--- config.mk ---
export PLATFORM = sky130hd
export DESIGN_NAME = keypad_entry_scanner
export DESIGN_NICKNAME = d
export VERILOG_FILES = /design/src/rtl/keypad_entry_scanner.sv
export SDC_FILE = /design/constraint.sdc
export NUM_CORES = 1
export LEC_CHECK = 0
export CORE_MARGIN = 5
export CORE_UTILIZATION = 50
export CTS_CLUSTER_SIZE = 25
export DETAILED_ROUTE_END_ITERATION = 6
export GPL_TIMING_DRIVEN = 0
export PLACE_DENSITY = 0.7
export SLEW_MARGIN = 20
export SYNTH_ARGS = -nofsm -noshare
export SYNTH_HDL_FRONTEND = slang
export SYNTH_SLANG_ARGS = --single-unit
export TNS_END_PERCENT = 20
--- constraint.sdc ---
create_clock -name clk -period 3.77 [get_ports clk]
set_input_delay 0.377 -clock clk [delete_from_list [all_inputs] [get_ports clk]]
set_output_delay 0.377 -clock clk [all_outputs]
set_load 0.01 [all_outputs]
--- src/rtl/keypad_entry_scanner.sv ---
// 4x4 active-low keypad scanner with tick-based press/release debounce; each accepted
// digit becomes a one-cycle write (num/sel/wr) into the display register bank.
module keypad_entry_scanner #(
    parameter int unsigned SCAN_DIV       = 50000,
    parameter int unsigned DEBOUNCE_TICKS = 8
) (
    input  logic       clk,
    input  logic       reset,
    input  logic [3:0] col_n,
    output logic [3:0] row_n,
    output logic [3:0] key_code,
    output logic       key_valid,
    output logic       key_held,
    output logic [3:0] num,
    output logic [1:0] sel,
    output logic       wr
);

    localparam int unsigned TW = $clog2(SCAN_DIV);
    localparam int unsigned DW = $clog2(DEBOUNCE_TICKS + 1);
    localparam logic [TW-1:0] TICK_LAST = TW'(SCAN_DIV - 1);
    localparam logic [DW-1:0] DB_DONE   = DW'(DEBOUNCE_TICKS);

    typedef enum logic [1:0] {
        ST_SCAN     = 2'd0,
        ST_DEBOUNCE = 2'd1,
        ST_ACCEPT   = 2'd2,
        ST_HELD     = 2'd3
    } state_e;

    state_e        state_q, state_d;
    logic [3:0]    col_meta_q, col_sync_q;
    logic [TW-1:0] tcnt_q, tcnt_d;
    logic [1:0]    row_q, row_d;
    logic [3:0]    col_lat_q, col_lat_d;
    logic [DW-1:0] dcnt_q, dcnt_d;
    logic [DW-1:0] rcnt_q, rcnt_d;
    logic [1:0]    ptr_q, ptr_d;
    logic [3:0]    key_code_q, key_code_d;
    logic          key_held_q, key_held_d;
    logic [3:0]    num_q, num_d;
    logic [1:0]    sel_q, sel_d;

    logic          tick;
    logic          one_key;
    logic [1:0]    col_idx;
    logic [3:0]    map_code;
    logic          load;

    function automatic logic [3:0] key_map(input logic [1:0] r, input logic [1:0] c);
        logic [3:0] code;
        case ({r, c})
            4'h0: code = 4'h1;
            4'h1: code = 4'h2;
            4'h2: code = 4'h3;
            4'h3: code = 4'hA;
            4'h4: code = 4'h4;
            4'h5: code = 4'h5;
            4'h6: code = 4'h6;
            4'h7: code = 4'hB;
            4'h8: code = 4'h7;
            4'h9: code = 4'h8;
            4'hA: code = 4'h9;
            4'hB: code = 4'hC;
            4'hC: code = 4'hE;
            4'hD: code = 4'h0;
            4'hE: code = 4'hF;
            default: code = 4'hD;
        endcase
        return code;
    endfunction

    // A key is recognised only when exactly one column reads low.
    always_comb begin
        one_key = 1'b0;
        col_idx = 2'd0;
        case (col_sync_q)
            4'b1110: begin one_key = 1'b1; col_idx = 2'd0; end
            4'b1101: begin one_key = 1'b1; col_idx = 2'd1; end
            4'b1011: begin one_key = 1'b1; col_idx = 2'd2; end
            4'b0111: begin one_key = 1'b1; col_idx = 2'd3; end
            default: begin one_key = 1'b0; col_idx = 2'd0; end
        endcase
    end

    assign tick     = (tcnt_q == TICK_LAST);
    assign tcnt_d   = tick ? '0 : tcnt_q + TW'(1);
    assign map_code = key_map(row_q, col_idx);

    always_comb begin
        state_d    = state_q;
        row_d      = row_q;
        col_lat_d  = col_lat_q;
        dcnt_d     = dcnt_q;
        rcnt_d     = rcnt_q;
        ptr_d      = ptr_q;
        key_held_d = key_held_q;
        load       = 1'b0;

        case (state_q)
            ST_SCAN: begin
                if (tick) begin
                    if (one_key) begin
                        col_lat_d = col_sync_q;
                        dcnt_d    = DW'(1);
                        if (DEBOUNCE_TICKS == 1) begin
                            load    = 1'b1;
                            state_d = ST_ACCEPT;
                        end else begin
                            state_d = ST_DEBOUNCE;
                        end
                    end else begin
                        row_d = row_q + 2'd1;
                    end
                end
            end
            ST_DEBOUNCE: begin
                if (tick) begin
                    if (col_sync_q == col_lat_q) begin
                        dcnt_d = dcnt_q + DW'(1);
                        if (dcnt_q + DW'(1) == DB_DONE) begin
                            load    = 1'b1;
                            state_d = ST_ACCEPT;
                        end
                    end else begin
                        row_d   = row_q + 2'd1;
                        state_d = ST_SCAN;
                    end
                end
            end
            ST_ACCEPT: begin
                rcnt_d  = '0;
                state_d = ST_HELD;
                if (key_code_q <= 4'd9) begin
                    ptr_d = ptr_q + 2'd1;
                end else if (key_code_q == 4'hE) begin
                    ptr_d = 2'd0;
                end
            end
            ST_HELD: begin
                if (tick) begin
                    if (col_sync_q == 4'hF) begin
                        rcnt_d = rcnt_q + DW'(1);
                        if (rcnt_q + DW'(1) == DB_DONE) begin
                            key_held_d = 1'b0;
                            row_d      = row_q + 2'd1;
                            state_d    = ST_SCAN;
                        end
                    end else begin
                        rcnt_d = '0;
                    end
                end
            end
            default: state_d = ST_SCAN;
        endcase
    end

    // Code, num and sel are captured on entry so they are valid during the ACCEPT strobe.
    always_comb begin
        key_code_d = key_code_q;
        num_d      = num_q;
        sel_d      = sel_q;
        if (load) begin
            key_code_d = map_code;
            key_held_d_unused_guard();
            if (map_code <= 4'd9) begin
                num_d = map_code;
                sel_d = ptr_q;
            end
        end
    end

    function automatic void key_held_d_unused_guard();
    endfunction

    always_ff @(posedge clk) begin
        if (reset) begin
            col_meta_q <= 4'hF;
            col_sync_q <= 4'hF;
            tcnt_q     <= '0;
            state_q    <= ST_SCAN;
            row_q      <= 2'd0;
            col_lat_q  <= 4'hF;
            dcnt_q     <= '0;
            rcnt_q     <= '0;
            ptr_q      <= 2'd0;
            key_code_q <= 4'd0;
            key_held_q <= 1'b0;
            num_q      <= 4'd0;
            sel_q      <= 2'd0;
        end else begin
            col_meta_q <= col_n;
            col_sync_q <= col_meta_q;
            tcnt_q     <= tcnt_d;
            state_q    <= state_d;
            row_q      <= row_d;
            col_lat_q  <= col_lat_d;
            dcnt_q     <= dcnt_d;
            rcnt_q     <= rcnt_d;
            ptr_q      <= ptr_d;
            key_code_q <= key_code_d;
            key_held_q <= load ? 1'b1 : key_held_d;
            num_q      <= num_d;
            sel_q      <= sel_d;
        end
    end

    // Strobes are masked while reset is asserted so no pulse escapes in the reset cycle.
    assign key_valid = (state_q == ST_ACCEPT) && !reset;
    assign wr        = key_valid && (key_code_q <= 4'd9);
    assign row_n     = ~(4'b0001 << row_q);
    assign key_code  = key_code_q;
    assign key_held  = key_held_q;
    assign num       = num_q;
    assign sel       = sel_q;

endmodule

# Word level (Yosys, flattened, before mapping)
# Memory sizes are Yosys's and may differ from the RTL's.
# Cells that the tools add are included.
[totals]
register_bits = 53
rom_bits = 64
input_bits = 6
output_inout_bits = 17
wordCells = 106
memories = 1
[mem_list]
columns = ["name", "depth", "word_bits", "read_ports", "rd_clocked_by_memory_dff", "write_ports", "line", "source"]
rows = [
  ["(no name shown)", 16, 4, 1, 0, 0, "52", "case ({r, c})"],
]
[op_classes]
addsub = 5
order_cmp = 2
eq_ne = 23
shifts = 1
muxes = 38
n_bitwise = 1
reduce_logical = 22
[op_table]
columns = ["op", "count"]
rows = [
  ["$mux W2", 17],
  ["$eq A4 B4 Y1 const B", 7],
  ["$mux W4", 6],
  ["$ne A2 B2 Y1 const B", 9],
  ["$add A16 B1 Y16 const B", 1],
  ["$eq A16 B16 Y1 const B", 1],
  ["$pmux W4 S2", 2],
  ["$reduce_bool A2 Y1", 7],
  ["$pmux W2 S3", 2],
  ["$mux W1", 10],
  ["$add A4 B1 Y4 const B", 2],
  ["$le A4 B4 Y1 const B", 2],
  ["$pmux W2 S4", 1],
  ["$reduce_and A8 Y1", 1],
  ["$reduce_and A7 Y1", 1],
  ["$reduce_and A2 Y1", 3],
  ["$reduce_and A5 Y1", 1],
  ["$add A2 B1 Y2 const B", 2],
  ["$eq A2 B2 Y1 const B", 2],
  ["$eq A4 B3 Y1 const B", 1],
  ["$eq A4 B4 Y1", 1],
  ["$not A4 Y4", 1],
  ["$reduce_and A4 Y1", 1],
  ["$reduce_or A4 Y1", 1],
  ["other kinds (9)", 10],
]

# Depth between registers and ports, before layout
# Gate-level depths: netlist of the first run.
[depth]
word_depth = 8
mapped_depth = 11

# Worst setup path after synthesis of the first run
# Ideal clock, no wire load.
[synth_timing]
kind = "reg-to-reg"
start = "reg col_sync_q[3]"
end = "reg num_q[0], in the netlist num[0]"
setup_ns = 0.072
arrival_ns = 2.322
required_time_ns = 3.698
setup_slack_ns = 1.376
stages_incl_launch_ff = 12
path_buffers = 2
period_less_slack_ns = 2.394
path_cell_list = "dfxtp_1 clkbuf_1 xor2_1 and3_1 clkbuf_1 inv_1 ha_1 nand2b_1 a32oi_1 o211ai_1 a21boi_2 mux2i_1"
[synth_between]
elab_chain_len = 5
[synth_rtl]
columns = ["item", "line", "source"]
rows = [
  ["start, declared", "32", "logic [3:0] col_meta_q, col_sync_q;"],
  ["start signal, assigned", "193", "col_sync_q <= col_meta_q;"],
  ["$eq A4 B3 Y1 (tied with other cells)", "77", "case (col_sync_q)"],
  ["$pmux W2 S3 / $mux W1 (equally long branches)", "77, 119", ""],
  ["$mem_v2 Z16 W4 / $mux W1 (equally long branches)", "n/a", ""],
  ["$le A4 B4 Y1 / $mux W1 (equally long branches)", "166, 100", ""],
  ["$reduce_and A2 Y1 (no source line)", "n/a", ""],
  ["end signal, assigned", "203", "num_q <= num_d;"],
  ["end, declared", "41", "logic [3:0] num_q, num_d;"],
]
# Parallel ways exist; a longest one is shown, timed or not.
# A chain may end at the register's enable or synchronous reset.

# Worst setup path after layout of the first run
[layout_timing]
start = "reg col_sync_q[3]"
end = "reg sel_q[1], in the netlist sel[1]"
[layout_between]
elab_chain_len = 5
[layout_rtl]
columns = ["item", "line", "source"]
rows = [
  ["$eq A4 B3 Y1 (tied with other cells)", "77", ""],
  ["$pmux W2 S3 / $mux W1 (equally long branches)", "77, 119", ""],
  ["$mem_v2 Z16 W4 / $mux W1 (equally long branches)", "n/a", ""],
  ["$le A4 B4 Y1 / $mux W1 (equally long branches)", "166, 100", ""],
  ["$reduce_and A2 Y1 (no source line) (*)", "n/a", ""],
  ["end signal, assigned", "204", "sel_q <= sel_d;"],
  ["end, declared", "42", "logic [1:0] sel_q, sel_d;"],
]
# Mark *: on every way between the ends. The rest lies on a longest branch, timed or not.

==> results.txt, run 1 <==
----------------------------------------------------
[Run status]
  Result of the run ... complete, no violations

[Drt]
  Via density per instance ... 5.422
  DRC ... 0
  Routed WL ... 5.509 mm
  Post-detailed-route count of antenna-violating nets ... 0
  TritonRoute pass-1 iters ... 4
  Per-cell routed wire length ... 12.99 µm
  DR iter-0 viols ... 96
  Vias after detailed routing ... 2299

[Global route]
  Wire length of the first global-routing pass ... 9.666 mm
  Met3 global-route usage ... 3.689%
  Number of antenna violations at the first check in global routing ... 0
  Busiest grt layer ... met2
  Global routing usage on met1 ... 20.65%
  Total GRT Usage ... 16.04%
  Number of global-route vias before repair ... 2140
  Global routing usage on met2 ... 26.34%
  Global-route congestion overflow total ... 0
  Maximum number of pins on one net before global-route repair ... 16

[Min path]
  Worst hold path depth ... 1
  Path type of the worst min-delay path ... flip-flop to flip-flop
  End point of the worst hold path ... col_sync_q[1]$_SDFF_PP1_
  HP Start ... col_meta_q[1]$_SDFF_PP1_

[Timing]
  Number of max-slew violations in the final report ... 0
  Max-slew headroom ... 55.72%
  Final Hold Fails ... 0
  Final period demand of the worst path ... 2761 ps
  Clk_skew ... 6.943 ps
  Total negative slack for setup checks ... 0 ps
  Final setup violation count ... 0
  Part of the cycle the worst path needs ... 73.24%
  Highest clock rate ... 362.2 MHz
  Worst path setup slack after routing ... 1009 ps
  Tightest hold margin ... 416.1 ps
  Transition time of the tightest slew-check pin ... 658.1 ps
  RSZ-0062 raised after global routing ... no

[Clock tree]
  Max Buffers Root-to-Sink ... 2
  Reg clk slew, reported paths ... 90 ps
  Skew-Pair Late Insertion Delay ... 310 ps
  Number of buffers inserted during clock tree synthesis ... 5
  H-tree levels ... 2
  Post-CTS setup-driven buffer insertion count ... 0
  Count of hold-fix buffers inserted at cts ... 0
  Resize count post-CTS ... 0
  Buffer type at the clock tree root ... sky130_fd_sc_hd__clkbuf_8
  Clock tree from TritonCTS ... done
  Sink count of the clock tree ... 53

[Setup path]
  FF-to-FF Start ... col_sync_q[3]$_SDFF_PP1_
  Type of the setup path with the least slack ... flip-flop to flip-flop
  Endpoint of the lowest-slack register-to-register path ... sel[1]$_SDFFE_PP0P_
  Length in cells of the worst reg-to-reg path ... 11
  Worst setup SP type ... flip-flop
  Capturing element type of the critical path ... flip-flop
  Data required time of the worst path ... 4010 ps
  Critical path data arrival time ... 3000 ps
  Biggest fanout along the worst timing path ... 8
  Worst R2R Setup Slack ... 1010 ps

[Synth]
  Cell area after synthesis ... 2835 µm²
  Async S/R FF share, synth ... 0%
  Count of cell types in the netlist ... 52
  Syn_area_per_cell ... 8.778 µm²
  Synth Register Bits ... 53
  Number of warning messages in the yosys log ... 0
  Instance count of the mapped netlist ... 323
  Proportion of synthesized chip area in sequential cells ... 37.42%
  Top flip-flop cell by instance count after synthesis ... sky130_fd_sc_hd__dfxtp_1
  Net count of the mapped netlist ... 346
  Count of flip-flops with a built-in enable after synthesis ... 0

[Place]
  Post-DP HPWL ... 4.152 mm
  Worst slack, placed ... 1011 ps
  Total instance count after detailed placement ... 416
  Input/output buffers ... 21
  Global placer's final weighted congestion ... 0.8580

[Cells and area]
  Fin cells ... 424
  Filler cells ... 527
  Layout net count ... 374
  Post-synthesis to final-layout area growth ... 13.55%
  Number of diodes ... 0
  Fraction of layout cells with a size suffix above 1 ... 6.818%

[Floorplanning]
  Die Footprint ... 7276 µm²
  Standard-cell rows ... 27
  Die width ... 85.30 µm
  Placeable Area ... 5507 µm²
  Initial standard-cell utilization of the core ... 51.49%
  Die height ... 85.30 µm
  I/O pins ... 23

[Power and ir drop]
  Final total power ... 0.9489 mW
  Max VDD drop ... 0.1768 mV
  Static leakage ... 1.181 nW
  Power density relative to cell area ... 294.7 nW/µm²

[Job]
  Max-capacitance violation count ... 0

----------------------------------------------------
[final cells by class]
type | count | area [µm²] | area share (%)
flip-flops and latches | 53 | 1061 | 32.96
clock buffers | 7 | 76.32 | 2.371
multi-input cells | 239 | 1654 | 51.38
plain buffers | 15 | 60.06 | 1.866
inverters | 16 | 60.06 | 1.866
repair buffers | 21 | 210.2 | 6.529
well taps | 72 | 90.09 | 2.798
clock inverters | 1 | 7.507 | 0.2332
[cells in the final DEF (no fill, tap or decap), types with 3 or more instances in the layout]
| master | n |
|---|---|
| sky130_fd_sc_hd__dfxtp_1 | 53 |
| sky130_fd_sc_hd__nor2_1 | 32 |
| sky130_fd_sc_hd__nand2_1 | 30 |
| sky130_fd_sc_hd__clkdlybuf4s50_1 | 21 |
| sky130_fd_sc_hd__mux2i_1 | 17 |
| sky130_fd_sc_hd__ha_1 | 17 |
| sky130_fd_sc_hd__clkbuf_1 | 16 |
| sky130_fd_sc_hd__inv_1 | 16 |
| sky130_fd_sc_hd__nand3_1 | 14 |
| sky130_fd_sc_hd__xnor2_1 | 13 |
| sky130_fd_sc_hd__a21oi_1 | 13 |
| sky130_fd_sc_hd__o21ai_0 | 10 |
| sky130_fd_sc_hd__xor2_1 | 9 |
| sky130_fd_sc_hd__or2_2 | 8 |
| sky130_fd_sc_hd__and3_1 | 7 |
| sky130_fd_sc_hd__and2_1 | 6 |
| sky130_fd_sc_hd__nand4_1 | 6 |
| sky130_fd_sc_hd__clkbuf_8 | 5 |
| sky130_fd_sc_hd__nand4b_1 | 4 |
| sky130_fd_sc_hd__and4_1 | 4 |
| sky130_fd_sc_hd__nor3_1 | 4 |
| sky130_fd_sc_hd__nor2b_1 | 3 |
| sky130_fd_sc_hd__nand2b_1 | 3 |
| sky130_fd_sc_hd__o21a_1 | 3 |
[how the worst max path moves through the flow]
stage,slack (ps),start,to,depth (start not counted)
5_1_grt,680,col_sync_q[3]$_SDFF_PP1_,sel[1]$_SDFFE_PP0P_,11
2_1_floorplan,1380,col_sync_q[3]$_SDFF_PP1_,num[0]$_SDFFE_PP0P_,11
3_5_place_dp,1010,col_sync_q[3]$_SDFF_PP1_,sel[1]$_SDFFE_PP0P_,11
3_3_place_gp,1080,col_sync_q[3]$_SDFF_PP1_,num[0]$_SDFFE_PP0P_,11
4_1_cts,980,col_sync_q[3]$_SDFF_PP1_,sel[1]$_SDFFE_PP0P_,11
6_report,1010,col_sync_q[3]$_SDFF_PP1_,sel[1]$_SDFFE_PP0P_,11
[flip-flops by register name, indices dropped and copies added (netlist names), named ones only]
| name | count |
|---|---|
| tcnt_q | 16 |
| col_lat_q | 4 |
| col_meta_q | 4 |
| col_sync_q | 4 |
| dcnt_q | 4 |
| key_code | 4 |
| num | 4 |
| rcnt_q | 4 |
| ptr_q | 2 |
| row_q | 2 |
| sel | 2 |
| key_held | 1 |
| state_q | 1 |
[cell usage after synthesis (3+ instances only)]
library cell	count	area, µm²
sky130_fd_sc_hd__or2_2	8	50.05
sky130_fd_sc_hd__a21oi_1	13	65.06
sky130_fd_sc_hd__and2_1	6	37.54
sky130_fd_sc_hd__nor3_1	4	20.02
sky130_fd_sc_hd__nand2b_1	3	18.77
sky130_fd_sc_hd__clkbuf_1	14	52.55
sky130_fd_sc_hd__and3_1	7	43.79
sky130_fd_sc_hd__ha_1	17	212.7
sky130_fd_sc_hd__nor2b_1	3	18.77
sky130_fd_sc_hd__o21a_1	3	22.52
sky130_fd_sc_hd__nand3_1	14	70.07
sky130_fd_sc_hd__and4_1	4	35.03
sky130_fd_sc_hd__dfxtp_1	53	1061
sky130_fd_sc_hd__nand2_1	30	112.6
sky130_fd_sc_hd__mux2i_1	17	170.2
sky130_fd_sc_hd__nand4_1	6	37.54
sky130_fd_sc_hd__xor2_1	9	78.83
sky130_fd_sc_hd__nand4b_1	4	35.03
sky130_fd_sc_hd__inv_1	16	60.06
sky130_fd_sc_hd__xnor2_1	13	113.9
sky130_fd_sc_hd__o21ai_0	10	50.05
sky130_fd_sc_hd__nor2_1	32	120.1
[worst max-delay path, stage by stage, from the launching register on]
cell and delay, ps:
sky130_fd_sc_hd__dfxtp_1 310, sky130_fd_sc_hd__clkbuf_1 360, sky130_fd_sc_hd__xor2_1 240, sky130_fd_sc_hd__and3_1 180, sky130_fd_sc_hd__clkbuf_1 250, sky130_fd_sc_hd__inv_1 110, sky130_fd_sc_hd__ha_1 290, sky130_fd_sc_hd__nor3b_1 40
sky130_fd_sc_hd__a21oi_1 270, sky130_fd_sc_hd__o211ai_1 160, sky130_fd_sc_hd__a21boi_2 270, sky130_fd_sc_hd__mux2i_1 210
[logic make-up after synthesis]
group	Yosys count	synth area share, %
buffers and inverters	31	4.237
DFF	53	37.42
xor gates and xnor gates	22	6.796
and+or+nand+nor	135	26.30
AOI/OAI and AO/OA	45	10.46
adders and majority gates	17	7.502
muxes	20	7.281
[per-layer routing]
layer | share of wire (%) | up-vias | routed length [µm]
li1 | - | 1173 | -
met1 | 48 | 1078 | 2639
met2 | 47 | 39 | 2564
met3 | 3.8 | 9 | 211
met4 | 1.7 | 0 | 93
met5 | 0 | - | 0
[metrics by stage]
step | instance area, µm² | util [%]
after global routing | 3219 | 58.46
after global placement | 3136 | 56.94
final | 3219 | 58.46
after floorplan | 2835 | -
after CTS | 3219 | 58.46
after detailed placement | 3136 | 56.94
[report_power, final]
group | internal [mW] | switching [mW] | leakage, nW
clock network | 0.132 | 0.182 | 0.0385
registers | 0.566 | 0.00330 | 0.430
logic | 0.0254 | 0.0399 | 0.713
total | 0.723 | 0.226 | 1.18
No activity file was read; power rests on OpenSTA's default activity.
==> inputs of run 2 (changes only) <==
==> constraint.sdc (replaced) <==
create_clock -name clk -period 2.7 [get_ports clk]
set_input_delay 0.27 -clock clk [delete_from_list [all_inputs] [get_ports clk]]
set_output_delay 0.27 -clock clk [all_outputs]
set_load 0.01 [all_outputs]
==> results.txt, run 2 (same netlist as run 1, synthesis figures left out) <==
----------------------------------------------------
[Clock tree]
  Max Buffers Root-to-Sink ... 2 (unchanged)
  Sink count of the clock tree ... 53 (unchanged)
  Resize count post-CTS ... 0 (unchanged)
  Buffer type at the clock tree root ... sky130_fd_sc_hd__clkbuf_8
  Reg clk slew, reported paths ... 90 ps (about the same)
  Clock tree from TritonCTS ... done
  Post-CTS setup-driven buffer insertion count ... 0 (unchanged)
  H-tree levels ... 2 (unchanged)
  Number of buffers inserted during clock tree synthesis ... 5 (unchanged)
  Count of hold-fix buffers inserted at cts ... 0 (unchanged)
  Skew-Pair Late Insertion Delay ... 310 ps (about the same)

[Drt]
  Post-detailed-route count of antenna-violating nets ... 0 (unchanged)
  Routed WL ... 5.488 mm (-0.38%)
  Via density per instance ... 5.410 (-0.23%)
  Vias after detailed routing ... 2272 (-1.2%)
  DR iter-0 viols ... 90 (-6.3%)
  Per-cell routed wire length ... 13.07 µm (+0.57%)
  DRC ... 0 (unchanged)
  TritonRoute pass-1 iters ... 4 (unchanged)

[Power and ir drop]
  Static leakage ... 1.177 nW (-0.36%)
  Sequential Power Share ... 60.5% (+0.5 points)
  Max VDD drop ... 0.2461 mV (+39%)
  Power density relative to cell area ... 411.1 nW/µm² (+39%)
  Cell-internal power ... 1.009 mW (+40%)
  Combinational power share ... 6.4% (-0.5 points)
  Net load switching power ... 0.3134 mW (+39%)
  Clock Power Share ... 33.1% (about the same)
  Final total power ... 1.322 mW (+39%)
  Switching share of power ... 23.70% (-0.083 points)

[Place]
  Global placer's final weighted congestion ... 0.8580 (unchanged)
  Input/output buffers ... 21 (unchanged)
  Post-DP HPWL ... 4.152 mm (unchanged)

[Cells and area]
  Post-synthesis to final-layout area growth ... 13.46% (about the same)
  Fraction of layout cells with a size suffix above 1 ... 8.046% (+1.2 points)
  Reg with most FFs ... tcnt_q
  Most frequent standard cell in the layout excluding fill and tap cells ... sky130_fd_sc_hd__dfxtp_1
  Number of diodes ... 0 (unchanged)
  Layout net count ... 370 (-1.1%)
  Max FFs per register ... 16 (unchanged)
  Commonest cells after routing, fill and taps aside ... sky130_fd_sc_hd__dfxtp_1 (51), sky130_fd_sc_hd__nor2_1 (32), sky130_fd_sc_hd__nand2_1 (30)

[Min path]
  Path type of the worst min-delay path ... flip-flop to flip-flop

[Timing]
  Highest clock rate ... 399.5 MHz (+10%)
  Final period demand of the worst path ... 2503 ps (-257.8 ps)
  RSZ-0062 raised after global routing ... no
  Tightest hold margin ... 415.5 ps (-0.5650 ps)
  Transition time of the tightest slew-check pin ... 502.5 ps (-155.6 ps)
  Max-slew headroom ... 66.25% (+11 points)
  Total negative slack for setup checks ... 0 ps (unchanged)
  Part of the cycle the worst path needs ... 92.72% (+19 points)
  Clk_skew ... 7.881 ps (+0.9382 ps)
  Number of max-slew violations in the final report ... 0 (unchanged)
  Final Hold Fails ... 0 (unchanged)
  Final setup violation count ... 0 (unchanged)

[Floorplanning]
  Standard-cell rows ... 27 (unchanged)
  Die width ... 85.30 µm (unchanged)
  Placeable Area ... 5507 µm² (unchanged)
  I/O pins ... 23 (unchanged)
  Initial standard-cell utilization of the core ... 51.49% (unchanged)
  Die Footprint ... 7276 µm² (unchanged)
  Die height ... 85.30 µm (unchanged)

[Setup path]
  Biggest fanout along the worst timing path ... 6 (-2)
  CP peak stage delay ... 590 ps (+230 ps)
  Critical-path cell list ... or4_4, or4_4, o21a_1, nor4_4, mux2_1
  Cell occurring most often along the worst timing path ... sky130_fd_sc_hd__or4_4
  Data required time of the worst path ... 2900 ps (-1110 ps)
  Critical path data arrival time ... 2700 ps (-300 ps)
  Worst setup SP type ... flip-flop
  Slowest cell on the critical path ... sky130_fd_sc_hd__or4_4
  Type of the setup path with the least slack ... flip-flop to flip-flop
  Capturing element type of the critical path ... flip-flop

[Global route]
  Total GRT Usage ... 16.02% (-0.020 points)
  Met3 global-route usage ... 3.689% (unchanged)
  Wire length of the first global-routing pass ... 9.653 mm (-0.13%)
  Global routing usage on met2 ... 26.34% (unchanged)
  Busiest grt layer ... met2
  Maximum number of pins on one net before global-route repair ... 16 (unchanged)
  Number of antenna violations at the first check in global routing ... 0 (unchanged)
  Global-route congestion overflow total ... 0 (unchanged)
  Number of global-route vias before repair ... 2128 (-0.56%)
  Global routing usage on met1 ... 20.59% (-0.059 points)

[Run status]
  Result of the run ... complete, no violations

[Job]
  Max-capacitance violation count ... 0 (unchanged)

----------------------------------------------------
run 2: power groups by stage:
stage          combinational [mW]  sequential, mW  clock (mW)
3_3_place_gp               0.0895           0.813           0
6_report                   0.0846           0.800       0.438
4_1_cts                    0.0885           0.798       0.451
2_1_floorplan              0.0668           0.812           0
5_1_grt                    0.0976           0.802       0.484
3_5_place_dp               0.0919           0.813           0
run 2: metal layers:
layer / share of wire, % / routed length [µm]
met3: 4.2 / 232
met1: 48 / 2619
met2: 46 / 2549
met5: 0 / 0
met4: 1.6 / 87
run 2: stage by stage:
stage,setup WS [ps],cell area (µm²),instances,util [%]
final,196.6,3217,420,58.42
after global routing,20.91,3217,420,58.42
after CTS,44.01,3212,422,58.33
after detailed placement,-59.22,3136,416,56.94
after global placement,11.12,3136,416,56.94
after floorplan,306.5,2835,323,-
run 2: area by class of cell:
cell class	instances	area, µm²
Tap cell	72	90.09
Clock buffer	7	76.32
Fill cell	524	2290
Timing Repair Buffer	21	210.2
Clock inverter	1	7.507
Sequential cell	53	1064
Inverter	16	60.06
Multi-Input combinational cell	239	1664
Buffer	11	45.04
run 2: path summary, 6_finish.rpt:
path | from | to | slack (ps) | depth (start not counted)
max | tcnt_q[4]$_SDFF_PP0_ | row_q[0]$_SDFFE_PP0P_ | 200 | 5
min | col_meta_q[3]$_SDFF_PP1_ | col_sync_q[3]$_SDFF_PP1_ | 420 | 1
max reg2reg | tcnt_q[4]$_SDFF_PP0_ | row_q[0]$_SDFFE_PP0P_ | 200 | 5
min reg2reg | col_meta_q[3]$_SDFF_PP1_ | col_sync_q[3]$_SDFF_PP1_ | 420 | 1
run 2: worst max-delay path: cells and delay by family, from the launching register on:
family,cells,cell delay (ps)
mux,1,350
compound gates,1,230
flops,1,390
simple gates,3,1420
